<file path="src/rtl/mem_arbiter_if.sv">
// Bus bundle between the arbiter, its two requesters and the memory port.
// slave  : the arbiter's view (requests in, responses and memory request out).
// master : the environment's view (requesters plus memory).
interface mem_arbiter_if;
    // program-fetch port
    logic        CS_P;
    logic [31:0] ADDR_Prog;
    logic [31:0] Prog_BUS_READ;
    logic        prog_ready;
    logic        stall_prog;
    // data port
    logic        CS;
    logic        WE;
    logic [31:0] ADDR;
    logic [31:0] Data_BUS_WRITE;
    logic [31:0] Data_BUS_READ;
    logic        data_ready;
    logic        stall_data;
    // single-port memory
    logic        mem_cs;
    logic        mem_we;
    logic [31:0] mem_addr;
    logic [31:0] mem_wdata;
    logic [31:0] mem_rdata;

    modport slave (
        input  CS_P, ADDR_Prog, CS, WE, ADDR, Data_BUS_WRITE, mem_rdata,
        output Prog_BUS_READ, prog_ready, stall_prog,
        output Data_BUS_READ, data_ready, stall_data,
        output mem_cs, mem_we, mem_addr, mem_wdata
    );

    modport master (
        output CS_P, ADDR_Prog, CS, WE, ADDR, Data_BUS_WRITE, mem_rdata,
        input  Prog_BUS_READ, prog_ready, stall_prog,
        input  Data_BUS_READ, data_ready, stall_data,
        input  mem_cs, mem_we, mem_addr, mem_wdata
    );
endinterface

</file>
<file path="src/rtl/mem_arbiter.sv">
// Two-requester arbiter (program fetch, data load/store) in front of a
// single-port memory with fixed read latency MEM_LAT (1..15).
// One access at a time: IDLE (arbitrate + latch) -> BUSY x MEM_LAT -> RESP.
// Under continuous contention the prog_owed flag makes grants alternate
// so the fetch side cannot be starved by back-to-back data traffic.
module mem_arbiter #(
    parameter int MEM_LAT = 2
) (
    input  logic          CLK,
    input  logic          reset,
    mem_arbiter_if.slave  bus
);
    typedef enum logic [1:0] {IDLE, BUSY, RESP} state_t;

    // Counter is loaded with MEM_LAT-1 so BUSY spans exactly MEM_LAT cycles.
    localparam logic [3:0] LAT_M1 = 4'(MEM_LAT - 1);

    state_t      r_state;
    state_t      w_next;
    logic [3:0]  r_cnt;
    logic        r_owed;
    logic        r_gnt_prog;
    logic        r_gnt_data;
    logic        r_we;
    logic [31:0] r_addr;
    logic [31:0] r_wdata;
    logic [31:0] r_prog_rd;
    logic [31:0] r_data_rd;

    logic        w_pick_prog;
    logic        w_start;
    logic        w_done;
    logic        w_busy;
    logic        w_resp;

    // Arbitration and phase decode.
    always_comb begin
        w_pick_prog = bus.CS_P & (~bus.CS | r_owed);
        w_start     = (r_state == IDLE) & (bus.CS_P | bus.CS);
        w_done      = (r_state == BUSY) & (r_cnt == 4'd0);
        w_busy      = (r_state == BUSY);
        w_resp      = (r_state == RESP);
    end

    // Next-state logic.
    always_comb begin
        w_next = r_state;
        case (r_state)
            IDLE:    if (w_start) w_next = BUSY;
            BUSY:    if (w_done)  w_next = RESP;
            RESP:    w_next = IDLE;
            default: w_next = IDLE;
        endcase
    end

    // State register.
    always_ff @(posedge CLK) begin
        if (reset) r_state <= IDLE;
        else       r_state <= w_next;
    end

    // Transaction latch, latency counter, fairness flag and read-back registers.
    always_ff @(posedge CLK) begin
        if (reset) begin
            r_cnt      <= 4'd0;
            r_owed     <= 1'b0;
            r_gnt_prog <= 1'b0;
            r_gnt_data <= 1'b0;
            r_we       <= 1'b0;
            r_addr     <= 32'd0;
            r_wdata    <= 32'd0;
            r_prog_rd  <= 32'd0;
            r_data_rd  <= 32'd0;
        end else if (w_start) begin
            r_gnt_prog <= w_pick_prog;
            r_gnt_data <= ~w_pick_prog;
            r_addr     <= w_pick_prog ? bus.ADDR_Prog : bus.ADDR;
            // WE only matters for a data grant, which implies CS was high.
            r_we       <= ~w_pick_prog & bus.WE;
            r_wdata    <= w_pick_prog ? 32'd0 : bus.Data_BUS_WRITE;
            r_cnt      <= LAT_M1;
            // Data beat a waiting fetch: owe the fetch the next slot.
            r_owed     <= w_pick_prog ? 1'b0 : bus.CS_P;
        end else if (w_busy) begin
            if (r_cnt == 4'd0) begin
                if (!r_we && r_gnt_prog) r_prog_rd <= bus.mem_rdata;
                if (!r_we && r_gnt_data) r_data_rd <= bus.mem_rdata;
            end else begin
                r_cnt <= r_cnt - 4'd1;
            end
        end
    end

    assign bus.mem_cs        = w_busy;
    assign bus.mem_we        = w_busy & r_we;
    assign bus.mem_addr      = w_busy ? r_addr  : 32'd0;
    assign bus.mem_wdata     = w_busy ? r_wdata : 32'd0;
    assign bus.prog_ready    = w_resp & r_gnt_prog;
    assign bus.data_ready    = w_resp & r_gnt_data;
    assign bus.stall_prog    = bus.CS_P & ~bus.prog_ready;
    assign bus.stall_data    = bus.CS   & ~bus.data_ready;
    assign bus.Prog_BUS_READ = r_prog_rd;
    assign bus.Data_BUS_READ = r_data_rd;
endmodule

</file>
<file path="src/flat_wrapper.sv">
// flat-port wrapper written by rule: the top's interface ports become plain ports
module mem_arbiter_flat 
#(
    parameter int MEM_LAT = 2
)
  (CLK, reset, bus_CS_P, bus_ADDR_Prog, bus_CS, bus_WE, bus_ADDR, bus_Data_BUS_WRITE, bus_mem_rdata, bus_Prog_BUS_READ, bus_prog_ready, bus_stall_prog, bus_Data_BUS_READ, bus_data_ready, bus_stall_data, bus_mem_cs, bus_mem_we, bus_mem_addr, bus_mem_wdata);
  mem_arbiter_if bus_i ();
  input  logic CLK;
  input  logic reset;
  input wire logic [$bits(bus_i.CS_P)-1:0] bus_CS_P;
  input wire logic [$bits(bus_i.ADDR_Prog)-1:0] bus_ADDR_Prog;
  input wire logic [$bits(bus_i.CS)-1:0] bus_CS;
  input wire logic [$bits(bus_i.WE)-1:0] bus_WE;
  input wire logic [$bits(bus_i.ADDR)-1:0] bus_ADDR;
  input wire logic [$bits(bus_i.Data_BUS_WRITE)-1:0] bus_Data_BUS_WRITE;
  input wire logic [$bits(bus_i.mem_rdata)-1:0] bus_mem_rdata;
  output wire logic [$bits(bus_i.Prog_BUS_READ)-1:0] bus_Prog_BUS_READ;
  output wire logic [$bits(bus_i.prog_ready)-1:0] bus_prog_ready;
  output wire logic [$bits(bus_i.stall_prog)-1:0] bus_stall_prog;
  output wire logic [$bits(bus_i.Data_BUS_READ)-1:0] bus_Data_BUS_READ;
  output wire logic [$bits(bus_i.data_ready)-1:0] bus_data_ready;
  output wire logic [$bits(bus_i.stall_data)-1:0] bus_stall_data;
  output wire logic [$bits(bus_i.mem_cs)-1:0] bus_mem_cs;
  output wire logic [$bits(bus_i.mem_we)-1:0] bus_mem_we;
  output wire logic [$bits(bus_i.mem_addr)-1:0] bus_mem_addr;
  output wire logic [$bits(bus_i.mem_wdata)-1:0] bus_mem_wdata;
  assign bus_i.CS_P = bus_CS_P;
  assign bus_i.ADDR_Prog = bus_ADDR_Prog;
  assign bus_i.CS = bus_CS;
  assign bus_i.WE = bus_WE;
  assign bus_i.ADDR = bus_ADDR;
  assign bus_i.Data_BUS_WRITE = bus_Data_BUS_WRITE;
  assign bus_i.mem_rdata = bus_mem_rdata;
  assign bus_Prog_BUS_READ = bus_i.Prog_BUS_READ;
  assign bus_prog_ready = bus_i.prog_ready;
  assign bus_stall_prog = bus_i.stall_prog;
  assign bus_Data_BUS_READ = bus_i.Data_BUS_READ;
  assign bus_data_ready = bus_i.data_ready;
  assign bus_stall_data = bus_i.stall_data;
  assign bus_mem_cs = bus_i.mem_cs;
  assign bus_mem_we = bus_i.mem_we;
  assign bus_mem_addr = bus_i.mem_addr;
  assign bus_mem_wdata = bus_i.mem_wdata;
  mem_arbiter #(.MEM_LAT(MEM_LAT)) u_core (.CLK(CLK), .reset(reset), .bus(bus_i));
endmodule
</file>
<file path="config.mk">
export PLATFORM = sky130hd
export DESIGN_NAME = mem_arbiter_flat
export DESIGN_NICKNAME = d
export VERILOG_FILES = /design/src/rtl/mem_arbiter_if.sv /design/src/rtl/mem_arbiter.sv /design/src/flat_wrapper.sv
export SDC_FILE = /design/constraint.sdc
export NUM_CORES = 1
export LEC_CHECK = 0
export CORE_MARGIN = 1.5
export CORE_UTILIZATION = 30
export DETAILED_ROUTE_END_ITERATION = 10
export SLEW_MARGIN = 25
export SYNTH_ARGS = -nofsm -noshare
export SYNTH_HDL_FRONTEND = slang
export SYNTH_SLANG_ARGS = --single-unit
</file>
<file path="constraint.sdc">
create_clock -name CLK -period 4.8 [get_ports CLK]
set_input_delay 0.96 -clock CLK [delete_from_list [all_inputs] [get_ports CLK]]
set_output_delay 0.96 -clock CLK [all_outputs]
set_load 0.05 [all_outputs]
</file>
---- After elaboration in Yosys (flattened, before gate mapping) ----
Index checks and enable logic that the tools add are counted.
operators by class
  $add $sub $neg .......................... 1
  reductions and logical operators ........ 12
  equality and inequality tests ........... 5
  mux-type cells .......................... 11
  bitwise logic cells ..................... 17
operators by type and width
  operator                                                                 number
  32-bit two-way mux                                                       4
  1-bit AND                                                                9
  4-bit AND reduction                                                      2
  2-bit by 1-bit inequality test with 1-bit output, second input constant  3
  1-bit inverter                                                           6
  2-bit AND reduction                                                      3
  4-bit zero test                                                          1
  1-bit two-way mux                                                        4
  2-bit two-way mux                                                        2
  2-bit one-hot mux with 2 select lines                                    1
  4-bit by 1-bit subtractor with 4-bit output, second input constant       1
  2-bit by 1-bit equality test with 1-bit output, second input constant    1
  2-bit equality test, second input constant                               1
  1-bit logical AND                                                        2
  2-bit zero test                                                          1
  1-bit OR                                                                 2
  2-bit nonzero test                                                       1
  2-bit OR reduction                                                       1
  1-bit zero test                                                          1
storage, ports and cells
  logic and storage cells ................. 57
  input port bits ......................... 133
  output and inout port bits .............. 134
  flip-flop bits (word level) ............. 138

---- Logic depth before layout (Yosys ltp) ----
Gate-level depths: netlist of run 1.
  depth after elaboration ................. 5
  depth in mapped cells ................... 7

---- Worst setup path before layout of run 1 ----
OpenSTA, ideal clock, no wires.
  path kind ............................... reg2out
  start point ............................. reg u_core.r_state[1]
  end point ............................... out bus_mem_addr[22]
  buffers on the path ..................... 2
  slack ................................... 1942 ps
  arrival ................................. 1898 ps
  stages on the path, launching flop included .. 6
  path through ............................ dfxtp_1 -> buf_2 -> nand2b_1 -> inv_1 -> clkbuf_1 -> and2_1
on the way
  cells in the longest elaborated chain, start to end .. 2
ends and longest elaborated chain
  what                                            line                RTL
  start: declaration                              mem_arbiter.sv:18   state_t r_state;
  start signal: assignment                        mem_arbiter.sv:59   else r_state <= w_next;
  2-bit by 1-bit equality test with 1-bit output  mem_arbiter.sv:41   w_busy = (r_state == BUSY);
  net bus_mem_cs                                  flat_wrapper.sv:23  output wire logic [$bits(bus_i.mem_cs)-1:0] bus_mem_cs;
  32-bit two-way mux                              mem_arbiter.sv:96   assign bus.mem_addr = w_busy ? r_addr : 32'd0;
  end: declaration                                flat_wrapper.sv:25  output wire logic [$bits(bus_i.mem_addr)-1:0] bus_mem_addr;
The timed path passes the listed nets, and every way through them passes these cells.

---- Worst setup path after layout of run 1 ----
  start point ............................. reg u_core.r_state[1]
  end point ............................... out bus_mem_wdata[12]
on the way
  cells in the longest elaborated chain, start to end .. 2
ends and longest elaborated chain
  what                                            line                RTL
  2-bit by 1-bit equality test with 1-bit output  mem_arbiter.sv:41
  32-bit two-way mux                              mem_arbiter.sv:97   assign bus.mem_wdata = w_busy ? r_wdata : 32'd0;
  end: declaration                                flat_wrapper.sv:26  output wire logic [$bits(bus_i.mem_wdata)-1:0] bus_mem_wdata;
Every way passes these cells.

==> summary.md, run 1 <==
| Metric | Value |
|---|---|
| PD cells | `352 mW/mm2` |
| Worst min-delay path endpoint | `u_core.bus.Prog_BUS_READ[28]$_SDFFE_PP0P_` |
| TritonRoute pass-1 iters | `4` |
| Worst Path Arrival | `3.29 ns` |
| Number of diodes | `0` |
| RR Endpoint | `u_core.bus.Prog_BUS_READ[19]$_SDFFE_PP0P_` |
| Number of library cell types mapped by synthesis | `41` |
| Die H | `142 um` |
| Clk pin slew, worst setup/hold paths | `0.06 ns` |
| Yosys warnings | `0` |
| Final Slew Violations | `0` |
| Tmin final | `4.25 ns` |
| Worst-Skew Late Latency | `0.42 ns` |
| Number of port buffers | `266` |
| Hold Crit Depth | `2` |
| Grt total ovfl | `0` |
| Post-Synth XOR/XNOR Area | `0%` |
| Routed WL | `20100 um` |
| Final ANT Viol Nets | `0` |
| Seq/Total Area, Yosys | `47.8%` |
| R2R Path Start | `u_core.r_cnt[0]$_SDFFE_PP0P_` |
| Multiplexer share of the synthesized area | `5.54%` |
| CTS H-tree depth | `4` |
| Max Buffers Root-to-Sink | `2` |
| Maximum vdd drop | `218 uV` |
| Clk_skew | `0.0105 ns` |
| Worst rel slew slack | `39.1%` |
| Period utilization | `88.5%` |
| CP required | `3.84 ns` |
| Setup TNS | `0 ns` |
| Gr usage total | `20.0%` |
| Status | `complete, no violations` |
| Initial antenna violation count | `0` |
| Hold Path Class | `reg -> reg` |
| Share of layout cells above drive strength 1 | `6.49%` |
| Hold Fails Final Rpt | `0` |
| Die W | `142 um` |
| Resized cells post-CTS | `0` |
| Synth Area in Adders | `0.433%` |
| R2R depth | `6` |
| Via-per-instance ratio | `4.91` |
| Core ar. | `0.0188 mm2` |
| Starting density of the core | `30.7%` |
| Vias in the first global route | `5445` |
| Asr flop ratio synth | `0%` |
| P&R area growth vs syn | `59.7%` |
| # fillers | `1766` |
| EDFF count, synth | `0` |
| RSZ-0062 raised after global routing | `no` |
| Root Driver | `clkbuf_16` |
| Largest net degree at the start of global routing | `88` |
| # nets final | `1000` |
| Compound-Gate Fraction of Synth Area | `18.1%` |
| R2r setup slk | `2.32 ns` |
| Number of post-CTS setup repair buffers | `0` |
| DP HPWL | `13700 um` |
| Syn_nets | `766` |
| Critical Path Sink Type | `output port` |
| Fmax | `235 MHz` |
| CTS tree | `yes` |
| Worst-Margin Slew | `0.913 ns` |
| DR iter-0 viols | `319` |
| Hold_sp | `u_core.bus.Prog_BUS_READ[28]$_SDFFE_PP0P_` |
| DRC | `0` |
| Simple logic cell fraction of the synthesized area | `23.4%` |
| Synthesized area per cell | `9.17 um2` |
| Tot Pwr | `3.26 mW` |
| Crit Path Class | `reg -> out` |
| Num rows | `50` |
| GPL Wtd Cong | `0.850` |
| Wire length of the first global-routing pass | `31000 um` |
| Max-Cap Viols | `0` |
| Leak pwr | `3.52 nW` |
| Hold_buf cts | `0` |
| Cell count after synthesis | `631` |
| Largest family of logic cells by synthesized area | `simple AND/OR/NAND/NOR gates` |
| Startpoint Class | `flop` |
| Synth Cell Area | `0.00579 mm2` |
| Ys flop type | `dfxtp_1` |
| Total number of vias | `5589` |
| I/O Pins | `267` |
| Clock Sink Count | `138` |
| Maximum fanout along the worst path | `39` |
| Final setup vio count | `0` |
| Die area | `0.0201 mm2` |
| Routed len/inst | `17.6 um` |
| Number of buffers created by CTS | `17` |
| Synthesized flop and latch total | `138` |
[through the flow]
stage	cell area (um2)	cells	worst slack, ns	hold WS (ns)	utilization [%]
final	9240	1138	0.551	0.457	49.1
after global routing	9240	1138	0.262	0.476	49.1
after CTS	9240	1138	0.504	0.462	49.1
after detailed placement	8630	1106	0.958	0.446	45.8
after global placement	8630	1106	1.02	0.443	45.8
after floorplan	5790	631	1.94	0.441	-
[worst max-delay path, stage by stage, from the launching register on]
cell	delay, ns
dfxtp_1	0.54
nand2b_1	0.25
clkinv_1	0.68
buf_4	0.50
and2_1	0.19
clkdlybuf4s50_1	0.70
[final cells by class]
type	instances	area, um2	share of cell area [%]
multi-input combinational	424	2770	30.0
sequential	138	2760	29.9
timing repair buffer	279	2760	29.8
clock buffer	19	453	4.90
tap	260	325	3.52
clock inverter	13	154	1.67
inverter	5	18.8	0.203
[Yosys cell counts, types with 2 or more instances]
cell type  count  share of area (%)
nand4_1       32                3.5
inv_1          5               0.32
nor3b_1        2               0.26
and4_1        21                3.2
a21oi_1       36                3.1
or4_1          2               0.26
mux2i_1       32                5.5
a22o_1        33                5.0
a22oi_1        2               0.26
a221o_1       21                3.6
nor2b_1        3               0.32
o21ai_0       43                3.7
a31oi_1       11                1.2
nand2_1       66                4.3
nand2b_1       2               0.22
dfxtp_1      138                 48
o21ai_1        4               0.35
or2_2          2               0.22
nand3_1       22                1.9
ha_1           2               0.43
and3_1         2               0.22
a311oi_1       2               0.30
and2_1        65                7.0
buf_1          3               0.19
clkbuf_1      49                3.2
nor2_1         5               0.32
buf_2         11               0.95
and3b_1        2               0.30
[cell usage in the layout, fill, tap and decap left out, drive strengths merged, types with 2 or more instances in the layout]
cell,netlist,final
bufinv,0,2
mux2i,32,32
and2,65,65
and3b,2,2
a22o,33,33
nor2b,3,3
dfxtp,138,138
clkbuf,49,19
nand4,32,32
ha,2,2
nand3,23,23
clkinv,0,4
and4,21,21
and3,2,2
nor2,5,5
o21ai,47,47
a21oi,37,37
nand2b,2,2
nand2,66,66
inv,5,11
nor3b,4,4
a22oi,2,2
buf,15,14
a311oi,2,2
a221o,21,21
or3b,2,2
clkdlybuf4s50,0,265
or4,2,2
a31oi,11,11
or2,2,2
[how the worst max path moves through the flow]
| stage | startpoint | to | slack (ns) | cells past startpoint |
|---|---|---|---|---|
| 2_1_floorplan | u_core.r_state[1]$_SDFFE_PP0P_ | bus_mem_addr[22] | 1.94 | 5 |
| 3_3_place_gp | u_core.r_state[1]$_SDFFE_PP0P_ | bus_mem_wdata[2] | 1.02 | 5 |
| 3_5_place_dp | u_core.r_state[1]$_SDFFE_PP0P_ | bus_mem_wdata[2] | 0.96 | 5 |
| 4_1_cts | u_core.r_state[1]$_SDFFE_PP0P_ | bus_mem_wdata[12] | 0.50 | 5 |
| 5_1_grt | u_core.r_state[1]$_SDFFE_PP0P_ | bus_mem_addr[26] | 0.26 | 5 |
| 6_report | u_core.r_state[1]$_SDFFE_PP0P_ | bus_mem_wdata[12] | 0.55 | 5 |
[flip-flops by register name (all words and copies together), names as in the netlist]
| signal | flops |
|---|---|
| u_core.r_cnt | 4 |
| u_core.r_owed | 1 |
| u_core.r_addr | 32 |
| u_core.bus.Data_BUS_READ | 32 |
| u_core.r_gnt_prog | 1 |
| u_core.r_we | 1 |
| u_core.r_gnt_data | 1 |
| u_core.r_state | 2 |
| u_core.bus.Prog_BUS_READ | 32 |
| u_core.r_wdata | 32 |
[layer usage]
| metal | wire length, um | vias up | GRT usage, % | share of wire [%] |
|---|---|---|---|---|
| li1 | - | 2754 | - | - |
| met1 | 9010 | 2629 | 26.1 | 45 |
| met2 | 9500 | 175 | 31.8 | 47 |
| met3 | 1130 | 31 | 5.37 | 5.6 |
| met4 | 410 | 0 | 7.00 | 2.0 |
| met5 | 0 | - | 0 | 0 |
[cell families (layout without fill, tap and decap cells)]
family                     Yosys count  count (layout)
AOI/OAI and AO/OA                  156             156
adders and majority gates            2               2
buffers and inverters               69             316
DFF                                138             138
muxes                               32              32
and+or+nand+nor                    234             234
[power by group]
part,internal (mW),switching (mW)
logic,0.258,0.382
registers,1.21,0.0446
clock network,0.807,0.549
Power figures use the tool's default switching activity.
==> run 2: changes to the inputs <==
Settings changed: HOLD_SLACK_MARGIN set to 0.05.
Clock period 4.8 ns to 4 ns, I/O delays scaled along.
==> summary.md, run 2 (synthesized netlist as in run 1, its figures left out) <==
| Metric | Value |
|---|---|
| Number of port buffers | `266 (unchanged)` |
| Leak pwr | `3.52 nW (about the same)` |
| Pint | `2.77 mW (was 2.28 mW)` |
| Initial antenna violation count | `0 (unchanged)` |
| Maximum vdd drop | `336 uV (was 218 uV)` |
| I/O Pins | `267 (unchanged)` |
| Hold Fails Final Rpt | `0 (unchanged)` |
| Status | `complete, no violations (unchanged)` |
| Startpoint Class | `flop (unchanged)` |
| Crit Path Class | `reg -> out (unchanged)` |
| Gr usage total | `19.9% (was 20.0%)` |
| Power share of the clock group | `42.2% (was 41.7%)` |
| CTS H-tree depth | `4 (unchanged)` |
| Worst-Skew Late Latency | `0.42 ns (about the same)` |
| CTS tree | `yes (unchanged)` |
| Routed WL | `20100 um (about the same)` |
| Hold Path Class | `reg -> reg (unchanged)` |
| Part of the power in registers | `38.2% (was 38.7%)` |
| Maximum fanout along the worst path | `71 (was 39)` |
| Number of post-CTS setup repair buffers | `0 (unchanged)` |
| Multi-input gate area | `0.00277 mm2 (about the same)` |
| Resized cells post-CTS | `0 (unchanged)` |
| GPL Wtd Cong | `0.755 (was 0.850)` |
| Fmax | `277 MHz` |
| Period utilization | `90.1%` |
| Starting density of the core | `30.7% (unchanged)` |
| CP required | `3.20 ns (was 3.84 ns)` |
| Clk_skew | `0.0125 ns (was 0.0105 ns)` |
| PD cells | `426 mW/mm2 (was 352 mW/mm2)` |
| Most common cell after layout, fill and taps aside | `clkdlybuf4s50_1 (unchanged)` |
| Final setup vio count | `0 (unchanged)` |
| Grt total ovfl | `0 (unchanged)` |
| Vias in the first global route | `5487 (was 5445)` |
| Worst rel slew slack | `38.1% (was 39.1%)` |
| Clk pin slew, worst setup/hold paths | `0.06 ns (about the same)` |
| Max-Cap Viols | `0 (unchanged)` |
| Number of buffers created by CTS | `17 (unchanged)` |
| Hold_buf cts | `0 (unchanged)` |
| Root Driver | `clkbuf_16 (unchanged)` |
| Final Slew Violations | `0 (unchanged)` |
| NetSw | `1.17 mW (was 0.976 mW)` |
| Clock Sink Count | `138 (unchanged)` |
| # fillers | `1800 (was 1766)` |
| Final ANT Viol Nets | `0 (unchanged)` |
| DP HPWL | `13300 um (was 13700 um)` |
| Die H | `142 um (unchanged)` |
| Die W | `142 um (unchanged)` |
| Reg area | `0.00276 mm2 (unchanged)` |
| P&R area growth vs syn | `59.9% (was 59.7%)` |
| Wire length of the first global-routing pass | `31000 um (unchanged)` |
| Total number of vias | `5667 (was 5589)` |
| Gate power share | `19.6% (was 19.7%)` |
| Routed len/inst | `17.6 um (about the same)` |
| Max Buffers Root-to-Sink | `2 (unchanged)` |
| DR iter-0 viols | `300 (was 319)` |
| Setup TNS | `0 ns (unchanged)` |
| TritonRoute pass-1 iters | `4 (unchanged)` |
| Share of layout cells above drive strength 1 | `6.26% (was 6.49%)` |
| Die area | `0.0201 mm2 (unchanged)` |
| Worst Path Arrival | `2.80 ns (was 3.29 ns)` |
| Critical Path Sink Type | `output port (unchanged)` |
| Via-per-instance ratio | `4.98 (was 4.91)` |
| DRC | `0 (unchanged)` |
| Largest net degree at the start of global routing | `88 (unchanged)` |
| RSZ-0062 raised after global routing | `no (unchanged)` |
| Number of diodes | `0 (unchanged)` |
| Placed inst area | `0.00863 mm2 (about the same)` |
| Num rows | `50 (unchanged)` |
| Tot Pwr | `3.94 mW (was 3.26 mW)` |
| # nets final | `1000 (unchanged)` |
| Tmin final | `3.60 ns` |
| Worst-Margin Slew | `0.928 ns (was 0.913 ns)` |
| Commonest cells after routing, fill and taps aside | `265 x clkdlybuf4s50_1, 138 x dfxtp_1, 66 x nand2_1, 65 x and2_1, 43 x o21ai_0 (unchanged)` |
| Sw frac | `29.8% (was 30.0%)` |
| Design Area, Final | `0.00925 mm2 (was 0.00924 mm2)` |
| Core ar. | `0.0188 mm2 (unchanged)` |
-- run 2: changes by cell type in the layout (fill, tap and decap cells not counted), sizes merged --
cell      change
clkinv        +1
bufinv        +1
clkinvlp      +1
inv           -2
clkbuf        -1
-- run 2: path summary, 6_finish.rpt --
check                                                                from                                        end  slack [ns]  cells after the start
worst max-delay path                       u_core.r_state[0]$_SDFFE_PP0P_                           bus_mem_wdata[2]        0.40                      5
worst min register to register  u_core.bus.Prog_BUS_READ[28]$_SDFFE_PP0P_  u_core.bus.Prog_BUS_READ[28]$_SDFFE_PP0P_        0.46                      2
worst max register to register               u_core.r_cnt[0]$_SDFFE_PP0P_  u_core.bus.Prog_BUS_READ[13]$_SDFFE_PP0P_        1.53                      6
worst min-delay path            u_core.bus.Prog_BUS_READ[28]$_SDFFE_PP0P_  u_core.bus.Prog_BUS_READ[28]$_SDFFE_PP0P_        0.46                      2
-- run 2: metal layers --
layer  share of wire, %  global-route usage, %  wire length, um  vias up
met5                  0                      0                0        -
met4                2.4                   7.05              484        0
met3                5.4                   4.93             1090       29
met2                 47                   31.0             9410      196
met1                 45                   26.7             9100     2690
li1                   -                      -                -     2752
-- run 2: metrics by stage --
stage	setup slack (ns)	instances	hold WS [ns]	util, %
4_1_cts	0.364	1138	0.461	49.1
3_5_place_dp	0.803	1106	0.450	45.8
6_report	0.395	1138	0.458	49.1
2_1_floorplan	1.30	631	0.441	-
3_3_place_gp	0.814	1106	0.445	45.8
5_1_grt	0.214	1138	0.478	49.1
-- run 2: critical path, stage by stage, from the launching register on --
cell	delay [ns]
dfxtp_1	0.51
nand2b_1	0.21
clkinv_1	0.08
buf_4	0.49
and2_1	0.26
clkdlybuf4s50_1	0.81
-- run 2: layout make-up --
cell class                      count  share of cell area (%)
Multi-Input combinational cell    424                    29.9
Sequential cell                   138                    29.9
Timing Repair Buffer              279                    29.8
Clock buffer                       18                    4.64
Tap cell                          260                    3.52
Clock inverter                     14                    2.04
Inverter                            5                   0.203
-- run 2: power by group through the flow --
stage | logic (mW) | registers [mW] | clock network, mW
final | 0.772 | 1.50 | 1.66
after detailed placement | 0.775 | 1.53 | 0
after floorplan | 0.410 | 1.56 | 0
after CTS | 0.777 | 1.50 | 1.70
after global placement | 0.773 | 1.53 | 0
after global routing | 0.828 | 1.52 | 1.76
